===== src/rtl/config_uart_tx.sv =====
// config_uart_tx: UART transmitter for configuration readback/status words.
// Each 32-bit word goes out as 4 bytes, most-significant byte first. Each byte is
// framed 8N1 (start bit, 8 data bits LSB first, STOP_BITS stop bits). A one-word
// holding buffer lets the producer queue the next word while the current one shifts.
//
// Ports:
//   CLK      in   system clock, rising edge
//   reset    in   synchronous active-high reset
//   TxData   in   [31:0] word to send, sampled on TxValid && TxReady
//   TxValid  in   producer offers TxData
//   TxReady  out  holding buffer empty
//   Tx       out  serial line, idle high, driven from a flop
//   TxBusy   out  word shifting out or word buffered
//   TxLED    out  toggles once per completed word
module config_uart_tx #(
    parameter int unsigned CLOCKS_PER_BIT = 217,
    parameter int unsigned STOP_BITS      = 1
) (
    input  logic        CLK,
    input  logic        reset,
    input  logic [31:0] TxData,
    input  logic        TxValid,
    output logic        TxReady,
    output logic        Tx,
    output logic        TxBusy,
    output logic        TxLED
);

    localparam int unsigned      BaudW    = $clog2(CLOCKS_PER_BIT);
    localparam logic [BaudW-1:0] BaudLast = BaudW'(CLOCKS_PER_BIT - 1);
    localparam logic             StopLast = 1'(STOP_BITS - 1);

    typedef enum logic [1:0] {StIdle, StStart, StData, StStop} state_e;

    state_e            r_state,    w_state_next;
    logic [31:0]       r_buf,      w_buf_next;
    logic              r_buf_full, w_buf_full_next;
    logic [31:0]       r_sh,       w_sh_next;
    logic [BaudW-1:0]  r_baud,     w_baud_next;
    logic [2:0]        r_bit,      w_bit_next;
    logic [1:0]        r_byte,     w_byte_next;
    logic              r_stop,     w_stop_next;
    logic              r_tx,       w_tx_next;
    logic              r_led,      w_led_next;

    logic              w_baud_done;
    logic [7:0]        w_cur_byte;

    assign w_baud_done = (r_baud == BaudLast);

    // Byte 0 is the most-significant byte of the shift word.
    always_comb begin
        w_cur_byte = 8'h00;
        unique case (r_byte)
            2'd0: w_cur_byte = r_sh[31:24];
            2'd1: w_cur_byte = r_sh[23:16];
            2'd2: w_cur_byte = r_sh[15:8];
            2'd3: w_cur_byte = r_sh[7:0];
            default: w_cur_byte = 8'h00;
        endcase
    end

    always_comb begin
        w_state_next    = r_state;
        w_buf_next      = r_buf;
        w_buf_full_next = r_buf_full;
        w_sh_next       = r_sh;
        w_baud_next     = r_baud;
        w_bit_next      = r_bit;
        w_byte_next     = r_byte;
        w_stop_next     = r_stop;
        w_led_next      = r_led;
        w_tx_next       = 1'b1;

        // Accept only into an empty buffer; the FSM drains only a full one, so the
        // two never collide in the same cycle.
        if (TxValid && !r_buf_full) begin
            w_buf_next      = TxData;
            w_buf_full_next = 1'b1;
        end

        // Tx is registered from the current state, so the line trails the FSM by
        // one cycle uniformly and every bit keeps its full length.
        unique case (r_state)
            StIdle: begin
                w_tx_next = 1'b1;
                if (r_buf_full) begin
                    w_sh_next       = r_buf;
                    w_buf_full_next = 1'b0;
                    w_byte_next     = 2'd0;
                    w_baud_next     = '0;
                    w_state_next    = StStart;
                end
            end
            StStart: begin
                w_tx_next = 1'b0;
                if (w_baud_done) begin
                    w_baud_next  = '0;
                    w_bit_next   = 3'd0;
                    w_state_next = StData;
                end else begin
                    w_baud_next = r_baud + BaudW'(1);
                end
            end
            StData: begin
                w_tx_next = w_cur_byte[r_bit];
                if (w_baud_done) begin
                    w_baud_next = '0;
                    if (r_bit == 3'd7) begin
                        w_stop_next  = 1'b0;
                        w_state_next = StStop;
                    end else begin
                        w_bit_next = r_bit + 3'd1;
                    end
                end else begin
                    w_baud_next = r_baud + BaudW'(1);
                end
            end
            StStop: begin
                w_tx_next = 1'b1;
                if (w_baud_done) begin
                    w_baud_next = '0;
                    if (r_stop == StopLast) begin
                        w_stop_next = 1'b0;
                        if (r_byte != 2'd3) begin
                            w_byte_next  = r_byte + 2'd1;
                            w_state_next = StStart;
                        end else begin
                            w_led_next = ~r_led;
                            // Chain straight into the buffered word with no idle gap.
                            if (r_buf_full) begin
                                w_sh_next       = r_buf;
                                w_buf_full_next = 1'b0;
                                w_byte_next     = 2'd0;
                                w_state_next    = StStart;
                            end else begin
                                w_state_next = StIdle;
                            end
                        end
                    end else begin
                        w_stop_next = r_stop + 1'b1;
                    end
                end else begin
                    w_baud_next = r_baud + BaudW'(1);
                end
            end
            default: w_state_next = StIdle;
        endcase
    end

    always_ff @(posedge CLK) begin
        if (reset) begin
            r_state    <= StIdle;
            r_buf      <= '0;
            r_buf_full <= 1'b0;
            r_sh       <= '0;
            r_baud     <= '0;
            r_bit      <= '0;
            r_byte     <= '0;
            r_stop     <= 1'b0;
            r_tx       <= 1'b1;
            r_led      <= 1'b0;
        end else begin
            r_state    <= w_state_next;
            r_buf      <= w_buf_next;
            r_buf_full <= w_buf_full_next;
            r_sh       <= w_sh_next;
            r_baud     <= w_baud_next;
            r_bit      <= w_bit_next;
            r_byte     <= w_byte_next;
            r_stop     <= w_stop_next;
            r_tx       <= w_tx_next;
            r_led      <= w_led_next;
        end
    end

    assign TxReady = ~r_buf_full;
    assign Tx      = r_tx;
    assign TxBusy  = (r_state != StIdle) || r_buf_full;
    assign TxLED   = r_led;

endmodule

===== config.mk =====
export PLATFORM = sky130hd
export DESIGN_NAME = config_uart_tx
export DESIGN_NICKNAME = d
export VERILOG_FILES = /design/src/rtl/config_uart_tx.sv
export SDC_FILE = /design/constraint.sdc
export NUM_CORES = 1
export LEC_CHECK = 0
export CAP_MARGIN = 20
export CORE_MARGIN = 4
export CORE_UTILIZATION = 50
export DETAILED_ROUTE_END_ITERATION = 7
export GPL_TIMING_DRIVEN = 0
export PLACE_DENSITY = 0.77
export RECOVER_POWER = 50
export SLEW_MARGIN = 20
export SYNTH_ARGS = -nofsm -noshare
export SYNTH_HDL_FRONTEND = slang
export SYNTH_SLANG_ARGS = --single-unit

===== constraint.sdc =====
create_clock -name CLK -period 2 [get_ports CLK]
set_input_delay 0.2 -clock CLK [delete_from_list [all_inputs] [get_ports CLK]]
set_output_delay 0.2 -clock CLK [all_outputs]
set_load 0.005 [all_outputs]

After elaboration in Yosys (flattened, before gate mapping)
Index checks and enable logic that the tools add are counted.

word-level totals
  output and inout port bits = 4
  logic and storage cells = 94
  input bits = 35
  register bits after elaboration = 83

operators by class
  equal/unequal tests = 17
  reductions and logical operators = 17
  add/subtract/negate cells = 4
  multiplexer cells = 41
  $lt $le $gt $ge = 1
  bitwise logic cells = 4

operators by type and width
  kind                                                        number
  2-to-1 mux 32 bit                                           4
  case mux 32 bit (2 select lines)                            1
  case mux 8 bit (4 select lines)                             1
  2-to-1 mux 2 bit                                            10
  != test 2 bit, second input constant                        9
  2-to-1 mux 8 bit                                            2
  case mux 8 bit (2 select lines)                             1
  AND reduction 4 bit                                         4
  2-to-1 mux 1 bit                                            12
  2-to-1 mux 3 bit                                            3
  adder 8 x 1 -> 8 bit, second input constant                 1
  == test 2 bit, second input constant                        4
  == test 8 bit, second input constant                        1
  case mux 2 bit (4 select lines)                             1
  nonzero test 2 bit                                          4
  case mux 3 bit (2 select lines)                             1
  AND reduction 6 bit                                         1
  == test 2 x 1 -> 1 bit, second input constant               2
  logical NOT 2 bit                                           2
  less-than comparator 3 x 4 -> 1 bit, second input constant  1
  NOT 1 bit                                                   4
  case mux 1 bit (2 select lines)                             2
  case mux 2 bit (2 select lines)                             1
  adder 3 x 1 -> 3 bit, second input constant                 1
  11 further kinds                                            11

Depth between registers and ports, before layout
  depth in word-level cells = 8
  depth in mapped cells = 8
  mapped depth without buffers = 7

Least setup slack after synthesis
OpenSTA, ideal clock, no wires.

  path type = register to register
  from = register r_byte[0]
  to = register r_tx (netlist: Tx)
  clock period less this slack = 2.001 ns
  cell stages (with the launch flop) = 8
  library setup time = 0.122 ns
  arrival = 1.879 ns
  setup slack = -0.001 ns
  cell sequence = dfxtp_1 inv_1 ha_1 buf_6 a222oi_1 a211oi_1 or4_1 a311o_1

between the ends
  cells in the longest elaborated chain, start to end = 5

ends and longest elaborated chain
  item                                         line  source
  start: declaration                           41    logic [1:0] r_byte, w_byte_next;
  start signal: assignment                     170   r_byte <= w_byte_next;
  == test 2 bit, or another cell as far along  54    unique case (r_byte)
  case mux 8 bit (4 select lines) (*)          54
  binary-select mux 1 bit (select 3 bit) (*)   106   w_tx_next = w_cur_byte[r_bit];
  2-to-1 mux 1 bit (not written as such) (*)   106
  case mux 1 bit (3 select lines) (*)          84    unique case (r_state)
  end signal: assignment                       172   r_tx <= w_tx_next;
  end: declaration                             43    logic r_tx, w_tx_next;

Every way passes the cells marked *; elsewhere a longest branch is shown, timed or not. The select of a mux whose other input is x is not followed.
A chain may end at the register's enable or synchronous reset.

Worst setup path after layout
  from = register r_baud[0]
  to = register r_sh[10]

between the ends
  cells in the longest elaborated chain, start to end = 3

ends and longest elaborated chain
  item                           line  source
  start: declaration             39    logic [BaudW-1:0] r_baud, w_baud_next;
  start signal: assignment       168   r_baud <= w_baud_next;
  == test 8 bit                  49    assign w_baud_done = (r_baud == BaudLast);
  != test 2 bit (no line)        n/a
  AND reduction 4 bit (no line)  n/a
  end signal: assignment         167   r_sh <= w_sh_next;
  end: declaration               38    logic [31:0] r_sh, w_sh_next;

No other way between the ends.

==> flow_metrics.tcl <==
set metrics [dict create \
    outcome "completed" \
    io_buffers 37 \
    core_um2 6870 \
    rr_endpoint "r_sh[10]" \
    wl_met1_um 3710 \
    drive_gt1_share_pct 11.6 \
    ys_types 45 \
    synthCells 414 \
    cts_buffers 9 \
    wirelength_um 8300 \
    row_count 30 \
    final_cell_mix "76 x dfxtp_1, 76 x nand2_1, 49 x nor2_1" \
    reg2reg_slack_ns 0.03 \
    powerDensity_nw_per_um2 1110 \
    final_antenna_net_count 0 \
    synth_seq_cells 82 \
    critPathMaxFanout 5 \
    cts_root_buf "clkbuf_8" \
    cts_tree "yes" \
    grt-ovfl-total 0 \
    rsz0062_at_grt "true" \
    setup_viol 0 \
    reg2reg_depth 9 \
    dp_hpwl_um 5690 \
    avgSynthCellArea_um2 8.60 \
    io_pins 39 \
    irDropWorstVdd_mv 0.545 \
    synth_area_leader_cell "dfxtp_1" \
    skew_ns 0.00909 \
    yosys_warnings 0 \
    end_kind "register" \
    grt_usage_pct 19.3 \
    initial_core_util_pct 51.8 \
    crit_path_start "r_baud[0]" \
    htree_num_levels 3 \
    drc 0 \
    endpoint "r_sh[10]" \
    worstPathRequired_ns 2.23 \
    async_flop_share_pct 0 \
    n_fill_cell 549 \
    wl_per_cell_um 14.6 \
    drtIter0Drc 181 \
    arrival_ns 2.21 \
    crit_path_start_kind "register" \
    crit_cells 9 \
    die_y_um 92.4 \
    crit_buf_inv 3 \
    place_area_um2 4050 \
    r2r-start "r_baud[0]" \
    via_per_inst 5.50 \
    multi_input_area_um2 1790 \
    n_antenna_cell 0 \
    maxCapViolCount 0 \
    synth-edff-count 0 \
    max-slew-margin-rel_pct 62.3 \
    slowest_stage "dfxtp_2" \
    place_congestion 0.856 \
    mappedNetlistArea_um2 3560 \
    hold_violations 0 \
    fin_nets 516 \
    clkSinkCount 82 \
    layout_min_cycle_time_ns 1.97 \
    max_slew.worst_pin.slew_ns 0.565 \
    dr.max_layer_used "met4" \
    ys_seq_area_share_pct 46.1 \
    netlist.area_leader.share_pct 46.1 \
    fin_area_um2 4470 \
    cp_top_family "simple AND/OR/NAND/NOR gates" \
    dieArea_um2 8530 \
    first_pass_iters 7 \
    dr_total_vias 3136 \
    hp-class "input pin to register" \
    crit_chain "inv_1 -> ha_1 -> and4b_1 -> and4_4 -> o21ai_4 -> buf_12 -> buf_4 -> mux2i_2 -> nor2_1" \
    critPathKind "register to register" \
    clk_latency_ns 0.37 \
    grt_pass1_vias 2840 \
    grt_pass1_wl_um 13100 \
    grt_antenna_before_repair 0 \
    fin_crit_sh_pct 98.7 \
    synth_flop_cell "dfxtp_1" \
    grt_max_degree 16 \
    drv_slew 0 \
    syn-num-nets 461 \
    ff_latch_area_um2 1650 \
    slowest_delay_ns 0.34 \
    synthToLayoutAreaGrowth_pct 25.7 \
    synthTopCellsByArea "dfxtp_1 46%, mux2i_1 9.8%, nand2_1 8.0%, a21oi_1 6.6%, nor2_1 5.2%" \
    timing.fmax_ghz 0.507 \
    p_leak_nw 1.86 \
    dieWidth_um 92.4 \
    met2_length_um 3960 \
    whs_ns 0.371 \
    met3_length_um 403 \
    clockBufferDepth 2 \
    clk_pin_slew_worst_paths_ns 0.09 \
]
cells in the mapped netlist, types with 4 or more instances:
cell	instances
dfxtp_1	82
inv_1	10
mux2i_1	35
nand3_1	8
nand2_1	76
o21ai_0	10
buf_6	4
buf_1	4
a21oi_1	47
ha_1	12
clkbuf_1	17
nor2b_1	5
a22oi_1	6
nor2_1	49
worst min path at each step:
stage               start   endpoint  slack [ns]  cells after the start
3_5_place_dp    r_buf[27]  r_buf[27]        0.45                      2
4_1_cts        TxData[12]  r_buf[12]        0.36                      3
6_report       TxData[12]  r_buf[12]        0.37                      3
2_1_floorplan   TxData[0]   r_buf[0]        0.34                      2
5_1_grt         TxData[0]   r_buf[0]        0.39                      3
3_3_place_gp     r_buf[3]   r_buf[3]        0.44                      2
state kept, by name (all words and copies together), names as in the netlist:
| name | count |
|---|---|
| r_buf | 32 |
| r_state | 2 |
| Tx | 1 |
| r_buf_full | 1 |
| TxLED | 1 |
| r_bit | 3 |
| r_byte | 2 |
| r_baud | 8 |
| r_sh | 32 |
what timing repair did:
action / in CTS / in global routing
setup buffers: 2 / 7
gates cloned: 0 / 1
setup endpoints to repair: 28 / 35
resized for setup: 10 / 20
pin swaps: 7 / 4
hold buffers: 0 / 0
per-stage QoR:
step | power [mW] | setup slack [ns] | cells | utilization (%) | TNS, ns
after floorplan | 2.89 | 0.0431 | 414 | - | 0
after global placement | 3.24 | -0.117 | 547 | 59.0 | -0.117
after detailed placement | 3.28 | -0.138 | 547 | 59.0 | -0.176
after CTS | 4.81 | 0.000169 | 563 | 63.0 | 0
after global routing | 5.23 | -0.0522 | 570 | 65.1 | -0.490
final | 4.98 | 0.0265 | 570 | 65.1 | 0
metal layers:
metal / GRT usage, % / vias up
met5: 0 / -
met2: 30.9 / 95
met4: 10.1 / 0
li1: - / 1532
met1: 24.5 / 1487
met3: 3.57 / 22
area by class of cell:
| cell class | instances | share of cell area, % |
|---|---|---|
| multi-input combinational | 294 | 40.1 |
| timing repair buffer | 47 | 10.6 |
| inverter | 11 | 0.979 |
| clock inverter | 7 | 2.80 |
| clock buffer | 9 | 2.77 |
| buffer | 24 | 3.10 |
| sequential | 82 | 37.0 |
| tap | 96 | 2.69 |
worst reg2reg max path, stage by stage, from the launching register on:
cell     delay, ns
dfxtp_2       0.34
inv_1         0.07
ha_1          0.19
and4b_1       0.26
and4_4        0.22
o21ai_4       0.18
buf_12        0.16
buf_4         0.13
mux2i_2       0.22
nor2_1        0.07
power breakdown:
part / internal, mW / switching, mW
logic: 0.756 / 0.847
clock network: 0.841 / 0.632
registers: 1.81 / 0.102
total: 3.40 / 1.58
cell families after synthesis:
logic type	Yosys count	synth area share, %
AND/OR/NAND/NOR	162	20.0
AO/OA/AOI/OAI	83	14.3
flip-flops	82	46.1
buffers and inverters	38	4.92
multiplexers	36	10.2
adder cells (fa/ha/maj)	12	4.22
XOR/XNOR	1	0.246
No activity file was read; power rests on OpenSTA's default activity.
